[config.mk]
export PLATFORM = sky130hd
export DESIGN_NAME = cdc_pulse_data_tx
export DESIGN_NICKNAME = d
export VERILOG_FILES = /design/src/rtl/cdc_pulse_data_tx.sv
export SDC_FILE = /design/constraint.sdc
export NUM_CORES = 1
export LEC_CHECK = 0
export ABC_CLOCK_PERIOD_IN_PS = 3990
export BUFFER_PORTS_ARGS = -buffer_cell sky130_fd_sc_hd__buf_4
export CORE_MARGIN = 4
export CORE_UTILIZATION = 60
export DETAILED_ROUTE_END_ITERATION = 6
export PLACE_DENSITY = 0.83
export RECOVER_POWER = 25
export SYNTH_ARGS = -nofsm -noshare
export SYNTH_HDL_FRONTEND = slang
export SYNTH_SLANG_ARGS = --single-unit
[constraint.sdc]
create_clock -name s_clk -period 3.99 [get_ports s_clk]
set_input_delay 0.1995 -clock s_clk [delete_from_list [all_inputs] [get_ports s_clk]]
set_output_delay 0.1995 -clock s_clk [all_outputs]
set_load 0.05 [all_outputs]
[src/rtl/cdc_pulse_data_tx.sv]
// -----------------------------------------------------------------------------
// cdc_pulse_data_tx
//
// Source side of a multi-channel pulse-to-handshake clock domain crossing.
// Each channel delivers single-cycle valid pulses with data. Each pulse is held
// in a per-channel pending register. A round-robin arbiter moves one pending
// word per cycle into a small FIFO. A four-phase req/ack handshake then sends
// the FIFO contents, one word at a time, to an asynchronous destination.
//
// Ports
//   s_clk      : sole clock, rising edge
//   s_rstn     : asynchronous active-low reset
//   s_din      : CH*DW channel data, channel i at [i*DW +: DW]
//   s_vld      : per-channel single-cycle valid pulse
//   s_rdy      : channel i may pulse s_vld (its pending register is free)
//   s_drop     : registered one-cycle pulse, pulse on channel i was discarded
//   async_dat  : data towards the destination, stable while the handshake runs
//   async_ch   : channel tag of async_dat
//   async_req  : four-phase request level
//   async_ack  : four-phase acknowledge, asynchronous to s_clk
//   active     : something is pending, queued or in flight
// -----------------------------------------------------------------------------
module cdc_pulse_data_tx #(
    parameter  int DW    = 8,
    parameter  int CH    = 4,
    parameter  int DEPTH = 4,
    parameter  int SYNC  = 2,
    localparam int CW    = (CH > 1) ? $clog2(CH) : 1
) (
    input  logic              s_clk,
    input  logic              s_rstn,
    input  logic [CH*DW-1:0]  s_din,
    input  logic [CH-1:0]     s_vld,
    output logic [CH-1:0]     s_rdy,
    output logic [CH-1:0]     s_drop,
    output logic [DW-1:0]     async_dat,
    output logic [CW-1:0]     async_ch,
    output logic              async_req,
    input  logic              async_ack,
    output logic              active
);

    localparam int AW = $clog2(DEPTH);
    localparam int FW = CW + DW;

    typedef enum logic [1:0] {
        ST_IDLE     = 2'd0,
        ST_REQ      = 2'd1,
        ST_WAIT_LOW = 2'd2
    } state_t;

    logic [CH-1:0]   pend;
    logic [DW-1:0]   pend_dat [CH];
    logic [CH-1:0]   drop_q;
    logic [CW-1:0]   rr_last;
    logic [CW-1:0]   gnt_idx;
    logic [CW-1:0]   cand;
    logic            gnt_vld;
    logic [FW-1:0]   fifo_mem [DEPTH];
    logic [AW:0]     wptr;
    logic [AW:0]     rptr;
    logic            fifo_full;
    logic            fifo_empty;
    logic [SYNC-1:0] ack_sync;
    logic            ack_s;
    state_t          state_q;
    state_t          state_d;
    logic            pop;

    // Channel index k positions after base, wrapping at CH.
    function automatic logic [CW-1:0] rr_next(input logic [CW-1:0] base, input int k);
        int s;
        s = (int'(base) + k) % CH;
        return CW'(s);
    endfunction

    // ---- capture stage: per-channel pending registers ----
    always_ff @(posedge s_clk or negedge s_rstn) begin
        if (!s_rstn) begin
            pend   <= '0;
            drop_q <= '0;
        end else begin
            for (int i = 0; i < CH; i++) begin
                if (s_vld[i] && !pend[i]) begin
                    pend[i] <= 1'b1;
                end else if (gnt_vld && gnt_idx == CW'(i)) begin
                    pend[i] <= 1'b0;
                end
            end
            // A pulse that meets a still-pending register is lost.
            drop_q <= s_vld & pend;
        end
    end

    always_ff @(posedge s_clk) begin
        for (int i = 0; i < CH; i++) begin
            if (s_vld[i] && !pend[i]) begin
                pend_dat[i] <= s_din[i*DW +: DW];
            end
        end
    end

    assign s_rdy  = ~pend;
    assign s_drop = drop_q;

    // ---- arbitration stage: round-robin grant into the FIFO ----
    // The search starts one past the last granted channel. A full FIFO
    // suppresses the grant, so the pending registers simply hold.
    always_comb begin
        gnt_vld = 1'b0;
        gnt_idx = rr_last;
        cand    = '0;
        for (int k = 1; k <= CH; k++) begin
            cand = rr_next(rr_last, k);
            if (!gnt_vld && pend[cand]) begin
                gnt_vld = 1'b1;
                gnt_idx = cand;
            end
        end
        if (fifo_full) begin
            gnt_vld = 1'b0;
        end
    end

    always_ff @(posedge s_clk or negedge s_rstn) begin
        if (!s_rstn) begin
            rr_last <= CW'(CH - 1);
        end else if (gnt_vld) begin
            rr_last <= gnt_idx;
        end
    end

    // ---- queue stage: FIFO of {channel, data} ----
    // The pointers carry one extra wrap bit. Equal pointers mean empty.
    // Equal indices with opposite wrap bits mean full.
    always_ff @(posedge s_clk) begin
        if (gnt_vld) begin
            fifo_mem[wptr[AW-1:0]] <= {gnt_idx, pend_dat[gnt_idx]};
        end
    end

    always_ff @(posedge s_clk or negedge s_rstn) begin
        if (!s_rstn) begin
            wptr <= '0;
            rptr <= '0;
        end else begin
            if (gnt_vld) wptr <= wptr + 1'b1;
            if (pop)     rptr <= rptr + 1'b1;
        end
    end

    assign fifo_empty = (wptr == rptr);
    assign fifo_full  = (wptr[AW] != rptr[AW]) && (wptr[AW-1:0] == rptr[AW-1:0]);

    // ---- handshake stage: ack synchroniser and four-phase FSM ----
    always_ff @(posedge s_clk or negedge s_rstn) begin
        if (!s_rstn) begin
            ack_sync <= '0;
        end else begin
            ack_sync <= {ack_sync[SYNC-2:0], async_ack};
        end
    end

    assign ack_s = ack_sync[SYNC-1];

    always_ff @(posedge s_clk or negedge s_rstn) begin
        if (!s_rstn) begin
            state_q <= ST_IDLE;
        end else begin
            state_q <= state_d;
        end
    end

    always_comb begin
        state_d = state_q;
        pop     = 1'b0;
        case (state_q)
            ST_IDLE: begin
                if (!fifo_empty) begin
                    pop     = 1'b1;
                    state_d = ST_REQ;
                end
            end
            ST_REQ: begin
                if (ack_s) state_d = ST_WAIT_LOW;
            end
            ST_WAIT_LOW: begin
                if (!ack_s) state_d = ST_IDLE;
            end
            default: state_d = ST_IDLE;
        endcase
    end

    // Data and tag load only on a pop. They therefore stay frozen through
    // the whole REQ / WAIT_LOW exchange.
    always_ff @(posedge s_clk or negedge s_rstn) begin
        if (!s_rstn) begin
            async_req <= 1'b0;
            async_dat <= '0;
            async_ch  <= '0;
        end else begin
            async_req <= (state_d == ST_REQ);
            if (pop) begin
                {async_ch, async_dat} <= fifo_mem[rptr[AW-1:0]];
            end
        end
    end

    assign active = (|pend) | !fifo_empty | (state_q != ST_IDLE) | ack_s;

endmodule

==> impl_metrics.py <==
metrics = {
    "outcome": {
        "status": "complete, but fails checks",
        "failed_checks": "max-capacitance violations, max-slew violations",
    },
    "sta": {
        "hold_viol": 0,
        "finalMaxSlewViolations": 32,
        "worst_slew_pin_slew_ns": 1.635,
        "fin_crit_ns": 2.490,
        "max_freq_ghz": 0.4016,
        "max_slew_margin": -0.08992,
        "period_share": 0.6241,
        "setup_viol": 0,
        "whs_ns": 0.06600,
        "clock_skew_ns": 0.02127,
        "tns_ns": 0,
        "rsz0062_at_grt": "no",
    },
    "global_route": {
        "antenna_found_initial": 0,
        "grt_pass1_vias": 2539,
        "grt_max_degree": 32,
        "gr-total-overflow": 0,
        "grt_pass1_wl_um": 13420,
        "grt_usage": 0.2152,
    },
    "logic_synthesis": {
        "syn_area_per_cell_um2": 16.57,
        "ys_ff_latch": 103,
        "syn-cell-area_um2": 4059,
        "synth_cells": 245,
        "synth_ff_type": "edfxtp_1",
        "netlist.area_leader.share": 0.5327,
        "async_reset_ff_frac": 0.3010,
        "synth_top_cells_by_area": "edfxtp_1 53%, dfrtp_1 18%, mux4_2 5.5%",
        "synth_cell_types": 37,
        "syn_nets": 289,
        "ys_warn_count": 0,
        "synth_area_leader_cell": "edfxtp_1",
        "synth-seq-area-share": 0.7244,
        "synth_edf_count": 72,
    },
    "worst_hold_path": {
        "hold-path-cell-count": 2,
        "hold_class": "in2reg",
        "worstHoldEndpoint": "s_drop[2]",
        "hp-start": "s_vld[2]",
    },
    "floorplanning": {
        "rows": 29,
        "dieArea_um2": 8145,
        "core_area_um2": 6459,
        "pin_count": 59,
        "fp.dieH_um": 90.25,
        "fp.dieW_um": 90.25,
        "initial_core_util": 0.6284,
    },
    "placed_design": {
        "placedCellCount": 373,
        "dp_hpwl_um": 4783,
        "gp_congestion": 0.7666,
        "dpl_cell_area_um2": 4526,
        "io_buffer_count": 58,
    },
    "setup_path": {
        "rrSetupSlack_ns": 1.50,
        "path_class": "reg2reg",
        "worst-path-buf-inv": 1,
        "worstReg2RegEnd": "fifo_mem[1][4]",
        "cpPeakStageDelay_ns": 0.73,
        "cp-end-kind": "flip-flop",
        "slowest_stage": "a311oi_4",
        "path_max_fanout": 21,
        "crit_start": "pend[2]",
        "start_kind": "flip-flop",
        "ff2ff_path_depth": 6,
        "r2r_start": "pend[2]",
        "path_cells": "nand2b_1 -> a21oi_2 -> a311oi_4 -> inv_2 -> nand2_1 -> a32oi_1",
        "critPathTopFamily": "compound AO/OA/AOI/OAI gates",
        "cp.required_ns": 4.08,
        "arrival_ns": 2.58,
    },
    "cells_and_area": {
        "design_area_um2": 5071,
        "layoutNonFillerInstCount": 423,
        "final_util": 0.7852,
        "diodes": 0,
        "areaGrowthSynthToFinish_pct": 24.94,
        "layout_commonest_cell": "edfxtp_1",
        "final_cell_mix": "72 x edfxtp_1, 35 x buf_4, 34 x dlygate4sd3_1",
        "final_layout_size_suffix_gt1_frac": 0.3006,
        "nets": 385,
    },
    "routing": {
        "via_per_inst": 5.872,
        "num_vias": 2484,
        "avgRoutedWirePerCell_um": 19.75,
        "antenna_left": 0,
        "dr.pass1.iters": 5,
        "drc_errors": 0,
        "routed_wirelength_um": 8355,
        "drt_iter0_drc": 265,
    },
    "clock_network": {
        "cts_buffer_depth": 2,
        "htree_levels": 3,
        "cts_tree": "built",
        "clkSlewWorstSetupHoldPaths_ns": 0.10,
        "cts_made_buffers": 9,
        "cts_resized": 0,
        "clkLatencyLatePin_ns": 0.38,
        "clkSinkCount": 103,
        "cts-root-buf": "clkbuf_8",
    },
    "power_and_ir_drop": {
        "pwr_density_cell_nw_per_um2": 921.0,
        "p_leak_uw": 0.001962,
        "ir_worst_vdd_mv": 0.6504,
    },
    "flow_run": {
        "cap_violations": 1,
    },
}
## per-layer routing
metal  GRT usage  part of all wire
met4     0.05357             0.021
met1      0.2848              0.40
met3     0.06417             0.072
met5           0                 0
met2      0.3535              0.51
## timing repair
item | CTS | global route
endpoints found under the setup margin | 0 | 0
hold buffers | 28 | 6
endpoints found under the hold margin | 56 | 6
setup buffers | 0 | 0
## layout make-up
cell class              count  area [um2]
clock buffers               9       123.9
well taps                  77       96.34
clock inverters             7       85.08
fillers                   343        1388
inverters                   8       30.03
multi-input cells         125        1008
repair buffers             94       787.0
flip-flops and latches    103        2940
## cell families after synthesis
logic type / count (synthesis) / share of synthesized area
adders and majority gates: 5 / 0.01541
DFF: 103 / 0.7244
AOI/OAI and AO/OA: 30 / 0.05549
and+or+nand+nor: 60 / 0.07152
muxes: 22 / 0.08878
buffers and inverters: 17 / 0.02713
xor gates and xnor gates: 8 / 0.01726
## stage by stage
step,power [uW],setup WS [ns]
2_1_floorplan,3487,2.024
3_3_place_gp,3844,1.657
3_5_place_dp,3930,1.606
4_1_cts,4632,1.581
5_1_grt,4942,1.405
6_report,4670,1.500
## registers in the layout, summed over array words and instances (netlist names)
register / flops
async_req: 1
rr_last: 2
pend: 4
s_drop: 4
pend_dat: 32
wptr: 3
async_ch: 2
ack_sync: 2
fifo_mem: 40
state_q: 2
rptr: 3
async_dat: 8
## worst max path at each step
stage	endpoint	slack, ns	cells after the start
after floorplan	fifo_mem[0][0]	2.02	6
after CTS	fifo_mem[3][3]	1.58	6
final	fifo_mem[1][4]	1.50	6
after global placement	async_ch[0]	1.66	4
after detailed placement	async_dat[7]	1.61	4
after global routing	fifo_mem[3][5]	1.40	6
## power by group
part,switching (uW),internal [uW]
registers,230,1810
logic,1210,723
clock network,386,306
total,1830,2840
## synth_stat cells (all sizes together), types with 5 or more instances
cell	number
edfxtp	72
dfrtp	29
nand2	28
mux2	12
a21oi	10
mux4	10
and2	9
nor2	9
a32oi	8
inv	8
buf	5
ha	5
xor2	5
Power figures use the tool's default switching activity.
